$ cat src/rtl/w_strb_serializer.sv
// Passive AXI W-beat snooper: queues strobed beats and emits enabled bytes one at a time, lowest lane first.
// Optional running signature compiled in with W_SERIALIZER_SIG_EN.
module w_strb_serializer #(
  parameter int DataWidth = 128,
  parameter int Depth     = 4
) (
  input  logic                     clk_i,
  input  logic                     rst_ni,
  input  logic                     en_i,
  input  logic [DataWidth-1:0]     snoop_data_i,
  input  logic [DataWidth/8-1:0]   snoop_strb_i,
  input  logic                     snoop_valid_i,
  input  logic                     snoop_ready_i,
  output logic [7:0]               byte_o,
  output logic                     byte_valid_o,
  input  logic                     byte_ready_i,
  output logic [31:0]              byte_cnt_o,
  output logic                     overflow_o,
  output logic                     empty_o,
  output logic [31:0]              sig_o
);
  localparam int BeWidth = DataWidth / 8;
  localparam int PtrW    = $clog2(Depth);
  localparam int CntW    = PtrW + 1;
  localparam int EntW    = DataWidth + BeWidth;

  logic [EntW-1:0]      mem_q [Depth];
  logic [PtrW-1:0]      wptr_q, wptr_d, rptr_q, rptr_d;
  logic [CntW-1:0]      cnt_q, cnt_d;
  logic [DataWidth-1:0] data_q, data_d;
  logic [BeWidth-1:0]   mask_q, mask_d;
  logic [31:0]          bcnt_q, bcnt_d;
  logic                 ovf_q, ovf_d;

  logic                 capture, push, pop, hs, full;
  logic [BeWidth-1:0]   low_bit, rest;
  logic [EntW-1:0]      head;
  logic [7:0]           byte_sel;

  assign capture = en_i & snoop_valid_i & snoop_ready_i & (|snoop_strb_i);
  // Isolate the lowest pending lane; the rest tells us if this is the beat's last byte.
  assign low_bit = mask_q & (~mask_q + {{(BeWidth-1){1'b0}}, 1'b1});
  assign rest    = mask_q & ~low_bit;
  assign hs      = byte_valid_o & byte_ready_i;
  assign full    = (cnt_q == CntW'(Depth));
  assign pop     = (cnt_q != '0) && ((mask_q == '0) || (hs && (rest == '0)));
  assign push    = capture && (!full || pop);
  assign head    = mem_q[rptr_q];

  // One-hot mux; yields 0 when no lane is pending so byte_o is clean after reset.
  always_comb begin
    byte_sel = '0;
    for (int i = 0; i < BeWidth; i++) begin
      if (low_bit[i]) byte_sel = data_q[i*8 +: 8];
    end
  end

  always_comb begin
    wptr_d = wptr_q;
    rptr_d = rptr_q;
    cnt_d  = cnt_q;
    data_d = data_q;
    mask_d = mask_q;
    bcnt_d = bcnt_q;
    ovf_d  = ovf_q | (capture & ~push);
    if (push) wptr_d = wptr_q + PtrW'(1);
    if (pop) begin
      rptr_d = rptr_q + PtrW'(1);
      data_d = head[EntW-1:BeWidth];
      mask_d = head[BeWidth-1:0];
    end else if (hs) begin
      mask_d = rest;
    end
    case ({push, pop})
      2'b10:   cnt_d = cnt_q + CntW'(1);
      2'b01:   cnt_d = cnt_q - CntW'(1);
      default: cnt_d = cnt_q;
    endcase
    if (hs && (bcnt_q != 32'hFFFF_FFFF)) bcnt_d = bcnt_q + 32'd1;
  end

  always_ff @(posedge clk_i) begin
    if (push) mem_q[wptr_q] <= {snoop_data_i, snoop_strb_i};
  end

  always_ff @(posedge clk_i) begin
    if (!rst_ni) begin
      wptr_q <= '0;
      rptr_q <= '0;
      cnt_q  <= '0;
      data_q <= '0;
      mask_q <= '0;
      bcnt_q <= '0;
      ovf_q  <= 1'b0;
    end else begin
      wptr_q <= wptr_d;
      rptr_q <= rptr_d;
      cnt_q  <= cnt_d;
      data_q <= data_d;
      mask_q <= mask_d;
      bcnt_q <= bcnt_d;
      ovf_q  <= ovf_d;
    end
  end

  assign byte_o       = byte_sel;
  assign byte_valid_o = (mask_q != '0);
  assign byte_cnt_o   = bcnt_q;
  assign overflow_o   = ovf_q;
  assign empty_o      = (cnt_q == '0) && (mask_q == '0);

`ifdef W_SERIALIZER_SIG_EN
  logic [31:0] sig_q, sig_d;

  always_comb begin
    sig_d = sig_q;
    if (hs) sig_d = {sig_q[30:0], sig_q[31]} ^ {24'b0, byte_o};
  end

  always_ff @(posedge clk_i) begin
    if (!rst_ni) sig_q <= '0;
    else         sig_q <= sig_d;
  end

  assign sig_o = sig_q;
`else
  assign sig_o = '0;
`endif

endmodule

$ cat config.mk
export PLATFORM = sky130hd
export DESIGN_NAME = w_strb_serializer
export DESIGN_NICKNAME = d
export VERILOG_FILES = /design/src/rtl/w_strb_serializer.sv
export SDC_FILE = /design/constraint.sdc
export NUM_CORES = 1
export LEC_CHECK = 0
export ABC_AREA = 1
export CAP_MARGIN = 10
export CORE_MARGIN = 1
export CORE_UTILIZATION = 53
export CTS_CLUSTER_SIZE = 12
export DETAILED_ROUTE_END_ITERATION = 8
export PLACE_DENSITY_LB_ADDON = 0.2
export SLEW_MARGIN = 10
export SYNTH_ARGS = -nofsm -noshare
export SYNTH_HDL_FRONTEND = slang
export SYNTH_SLANG_ARGS = --single-unit
$ cat constraint.sdc
create_clock -name clk_i -period 10.2 [get_ports clk_i]
set_input_delay 3.06 -clock clk_i [delete_from_list [all_inputs] [get_ports clk_i]]
set_output_delay 3.06 -clock clk_i [all_outputs]
set_load 0.02 [all_outputs]
After elaboration in Yosys (flattened, before gate mapping)
Memories as Yosys holds them, arrays and structs flattened. A register that Yosys moved wholly into a read port is not among the register bits.
Index checks and enable logic that the tools add are counted.
{"block": "word_totals", "regBits": 184, "mem_count": 1, "latch_bits": 0, "ram_bits": 576, "word_cells": 68, "romBits": 0, "out_inout_bits": 75}
{"name": "mem_q", "depth": 4, "width": 144, "read_ports": 1, "rd_clocked_by_memory_dff": 1, "wr": 1, "line": "27", "source": "logic [EntW-1:0] mem_q [Depth];"}
{"block": "classes", "bitwise_logic": 11, "n_shift": 0, "add_sub_neg": 6, "eq_ne": 4, "mul": 0, "div": 0, "magnitude_cmp": 0, "muxes": 23, "n_reduce_logical": 16}
{"op": "$mux W8", "n": 16}
{"op": "$add A32 B1 Y32 const B", "n": 1}
{"op": "$and A16 B16 Y16", "n": 2}
{"op": "$logic_not A16 Y1", "n": 2}
{"op": "$mux W16", "n": 2}
{"op": "$ne A32 B32 Y1 const B", "n": 1}
{"op": "$not A16 Y16", "n": 2}
{"op": "$add A16 B1 Y16 const B", "n": 1}
{"op": "$reduce_bool A16 Y1", "n": 1}
{"op": "$reduce_or A16 Y1", "n": 1}
{"op": "$pmux W3 S2", "n": 1}
{"op": "$and A1 B1 Y1", "n": 5}
{"op": "$logic_and A1 B1 Y1", "n": 5}
{"op": "$add A2 B1 Y2 const B", "n": 2}
{"op": "$mux W2", "n": 2}
{"op": "$reduce_bool A2 Y1", "n": 2}
{"op": "$add A3 B1 Y3 const B", "n": 1}
{"op": "$eq A3 B3 Y1 const B", "n": 1}
{"op": "$logic_not A3 Y1", "n": 1}
{"op": "$reduce_bool A3 Y1", "n": 1}
{"op": "$sub A3 B1 Y3 const B", "n": 1}
{"op": "$eq A2 B1 Y1 const B", "n": 1}
{"op": "$eq A2 B2 Y1 const B", "n": 1}
{"op": "$logic_or A1 B1 Y1", "n": 2}
{"op": "other kinds (4)", "n": 5}

Logic depth before layout (Yosys ltp)
{"block": "depth", "ltp_word": 19, "mapped_depth": 18}

Least setup slack after synthesis
Ideal clock, no wire load.
{"block": "synth_path", "path_kind": "input -> register", "start": "input port byte_ready_i", "end": "memory mem_q[0][0] (netlist name) (enable)", "arrival_ns": 9.802, "n_path_buf": 1, "setup_ns": 0.649, "stages": 9, "t_required_ns": 9.551, "path_slack_ns": -0.252, "cell_sequence": "inv_1 -> nor2_2 -> nand4_1 -> nand2_1 -> nand2_2 -> buf_6 -> nand2_1 -> nand2_2 -> nor2_1"}
{"block": "synth_between", "elab_chain_cells": 8}
{"item": "start, declared", "line": "16", "source": "input logic byte_ready_i,"}
{"item": "$and A1 B1 Y1", "line": "44", "source": "assign hs = byte_valid_o & byte_ready_i;"}
{"item": "$logic_and A1 B1 Y1", "line": "46", "source": "assign pop = (cnt_q != '0) && ((mask_q == '0) || (hs && (rest == '0)));"}
{"item": "$logic_or A1 B1 Y1", "line": "46"}
{"item": "$logic_and A1 B1 Y1", "line": "46"}
{"item": "$logic_or A1 B1 Y1", "line": "47", "source": "assign push = capture && (!full || pop);"}
{"item": "$logic_and A1 B1 Y1", "line": "47"}
{"item": "$mux W1", "line": "83", "source": "if (push) mem_q[wptr_q] <= {snoop_data_i, snoop_strb_i};"}
{"item": "$mux W1 (implied by the code)", "line": "83"}
{"item": "end, declared", "line": "27"}
Every way passes these cells.

Final worst setup path
{"block": "layout_path", "start": "register mask_q[0]", "end": "output port byte_o[5]"}
{"block": "layout_between", "elab_chain_cells": 19}
{"item": "start, declared", "line": "31", "source": "logic [BeWidth-1:0] mask_q, mask_d;"}
{"item": "start signal, assigned", "line": "100", "source": "mask_q <= mask_d;"}
{"item": "$not A16 Y16", "line": "42", "source": "assign low_bit = mask_q & (~mask_q + {{(BeWidth-1){1'b0}}, 1'b1});"}
{"item": "$add A16 B1 Y16", "line": "42"}
{"item": "$and A16 B16 Y16 *", "line": "42"}
{"item": "$mux W8 (15 in series)", "line": "54", "source": "if (low_bit[i]) byte_sel = data_q[i*8 +: 8];"}
{"item": "$mux W8 *", "line": "54"}
{"item": "end, declared", "line": "14", "source": "output logic [7:0] byte_o,"}
Mark *: on every way between the ends. The rest lies on a longest branch, timed or not.

==> flow_summary.toml <==
[final_layout]
drive_gt1_share_pct = 5.51
mostFrequentLayoutCell = "edfxtp_1"
syn2layout_area_growth_pct = 16.1
nets = 2978
final_cell_mix = "576 x edfxtp_1, 526 x nor2_1, 449 x o21ai_0"
antenna_cells = 0

[cts]
path_clk_slew_ns = 0.06
clock_latency_ns = 0.62
cts_buffer_depth = 3
post_cts_resized = 0
cts_root_buffer = "clkbuf_16"
htreeDepth = 3
cts-hold-fix-buffers = 0
cts_made_buffers = 78
cts_sinks = 762
cts_setup_buffers = 0
cts_tree = "built"

[power_and_ir_drop]
p_sw_mw = 2.43
swShare_pct = 30.2
ir_drop_mv = 0.162
p_comb_share_pct = 21.0
clock_power_share_pct = 33.9
power.total_mw = 8.07
power.density_nw_per_um2 = 232
seqPwrFrac_pct = 45.1
p_int_mw = 5.64
leakage_nw = 11.7

[min_path]
hold_class = "flop to flop"

[logic_synthesis]
async_reset_ff_share_pct = 0
synth.distinct_cells = 43
syn_avg_cell_area_um2 = 11.2
synth-edff-count = 576
ys.flop_type = "edfxtp_1"
netlist_instances = 2676
ys_warn_count = 0
synth_area_um2 = 29900
ys_seq_elements = 762
ys_seq_area_share_pct = 70.3

[sta]
slew_headroom_pct = 21.6
finalWorstSetupSlack_ns = 3.42
hold_viol_final = 0
fmax_mhz = 147
period_share_pct = 66.5
slew_violations = 0
fin_skew_ns = 0.0308
rsz0062_at_grt = "no"
post-route-min-period_ns = 6.78
worst_slew_pin_slew_ns = 1.17
setup_tns_ns = 0
finalSetupViolations = 0

[drt]
vias = 20631
firstDrtPassIters = 6
drt_wl_total_mm = 73.1
post-route-drc-count = 0
antenna_left = 0
vias_per_cell = 5.67
drt_iter0_drc = 2092
wl_per_cell_um = 20.1

[critical_path]
crit_type = "flop to output port"
critPathBufInv = 1
worstPathCellList = "nor2_4 > nand2_4 > nor3b_1 > nand2_1 > nand4_1 > nand2_1 > nand4_1 > nand2_1 > nand3_1 > clkdlybuf4s50_1"
critPathTopFamily = "simple AND/OR/NAND/NOR gates"
critical-path-max-stage-delay_ns = 0.96
cp.arrival_ns = 3.72
start_kind = "flop"
worstPathRequired_ns = 7.14
slowest_stage = "nor3b_1"
crit_top_cell = "nand2_1"
worst_setup_path_end_kind = "output port"
critPathMaxFanout = 8

[floorplan]
dieWidth_um = 240
row_count = 86
num_io_pins = 225
core-area_um2 = 55400
initial_core_util_pct = 53.9
dieArea_um2 = 57400
dieHeight_um = 240

[global_routing]
antenna_found_initial = 1
grtUsageTotal_pct = 25.6
overflow = 0
grt_pass1_wl_mm = 112
grt_max_degree = 156
grt_pass1_vias = 19673

[place]
dp_hpwl_mm = 44.7
portBuffers = 192
gp_congestion = 0.897
place_worst_setup_slack_ns = 3.33

[outcome]
status = "finished clean"

[run]
drv_cap = 0
-- area by class of cell --
type | instances | area, µm²
clock buffer | 132 | 2330
clock inverter | 14 | 135
fill | 4317 | 20700
inverter | 140 | 532
multi-input combinational | 1626 | 7640
sequential | 762 | 21000
tap | 748 | 936
timing repair buffer | 214 | 2120
-- metrics by stage --
stage	utilization, %	cells	instance area, µm²	hold slack (ns)
after global routing	62.7	3636	34700	0.486
final	62.7	3636	34700	0.459
after floorplan	-	2707	30000	0.425
after global placement	58.2	3489	32200	0.440
after CTS	62.6	3635	34700	0.458
after detailed placement	58.2	3489	32200	0.451
-- path summary, 6_finish.rpt --
| check | startpoint | end | slack (ns) | cells past startpoint |
|---|---|---|---|---|
| setup / recovery | mask_q[0] | byte_o[5] | 3.42 | 10 |
| hold / removal | data_q[30] | data_q[30] | 0.46 | 2 |
| setup reg to reg | mask_q[0] | mem_q[2][105] | 5.84 | 15 |
| hold reg to reg | data_q[30] | data_q[30] | 0.46 | 2 |
-- cell usage after synthesis, types with 3 or more instances --
cell type,number,area share (%)
o2111ai_1,3,0.088
nor4_1,9,0.19
dfxtp_1,186,12
a21oi_1,107,1.8
nor3_1,21,0.35
nor2_2,7,0.15
o21ai_0,449,7.5
buf_2,22,0.37
nand2_1,211,2.6
nor2_1,530,6.7
inv_1,136,1.7
buf_6,4,0.15
buf_1,3,0.038
nand3_1,29,0.49
nor2_4,3,0.11
nand4_1,28,0.59
edfxtp_1,576,58
nand2_2,5,0.10
o22ai_1,150,3.1
inv_2,3,0.038
clkbuf_1,115,1.4
buf_4,33,0.83
o21a_1,5,0.13
o221ai_1,3,0.088
xor2_1,8,0.23
ha_1,5,0.21
-- power by group through the flow --
| stage | clock, mW | combinational, mW | sequential, mW |
|---|---|---|---|
| floorplan | 0 | 1.16 | 3.67 |
| global placement | 0 | 1.65 | 3.69 |
| detailed placement | 0 | 1.69 | 3.70 |
| CTS | 2.77 | 1.70 | 3.64 |
| global route | 2.90 | 1.88 | 3.66 |
| finish | 2.74 | 1.69 | 3.64 |
-- worst min-delay path, cell delays in order, from the launching register on --
cell and delay [ns]:
dfxtp_1 0.29, inv_1 0.06, a21oi_1 0.06
-- registers in the layout (all words and copies together) (netlist names), named ones only --
signal      flops
byte_cnt_o     32
cnt_q           3
data_q        128
mask_q         16
mem_q         576
overflow_o      1
rptr_q          2
wptr_q          2
-- routing by layer --
metal | GRT usage, % | part of all wire (%)
met5 | 0 | 0.012
met4 | 7.40 | 1.8
met3 | 3.30 | 6.7
met2 | 42.2 | 49
met1 | 35.7 | 43
-- cell families after synthesis --
group,after synthesis,share of synthesized area [%]
flip-flops,762,70.3
adder cells (fa/ha/maj),6,0.276
other,1,0.0125
AO/OA/AOI/OAI,727,13.0
XOR/XNOR,10,0.293
buffers and inverters,319,4.62
AND/OR/NAND/NOR,851,11.5
No activity file was read; power rests on OpenSTA's default activity.
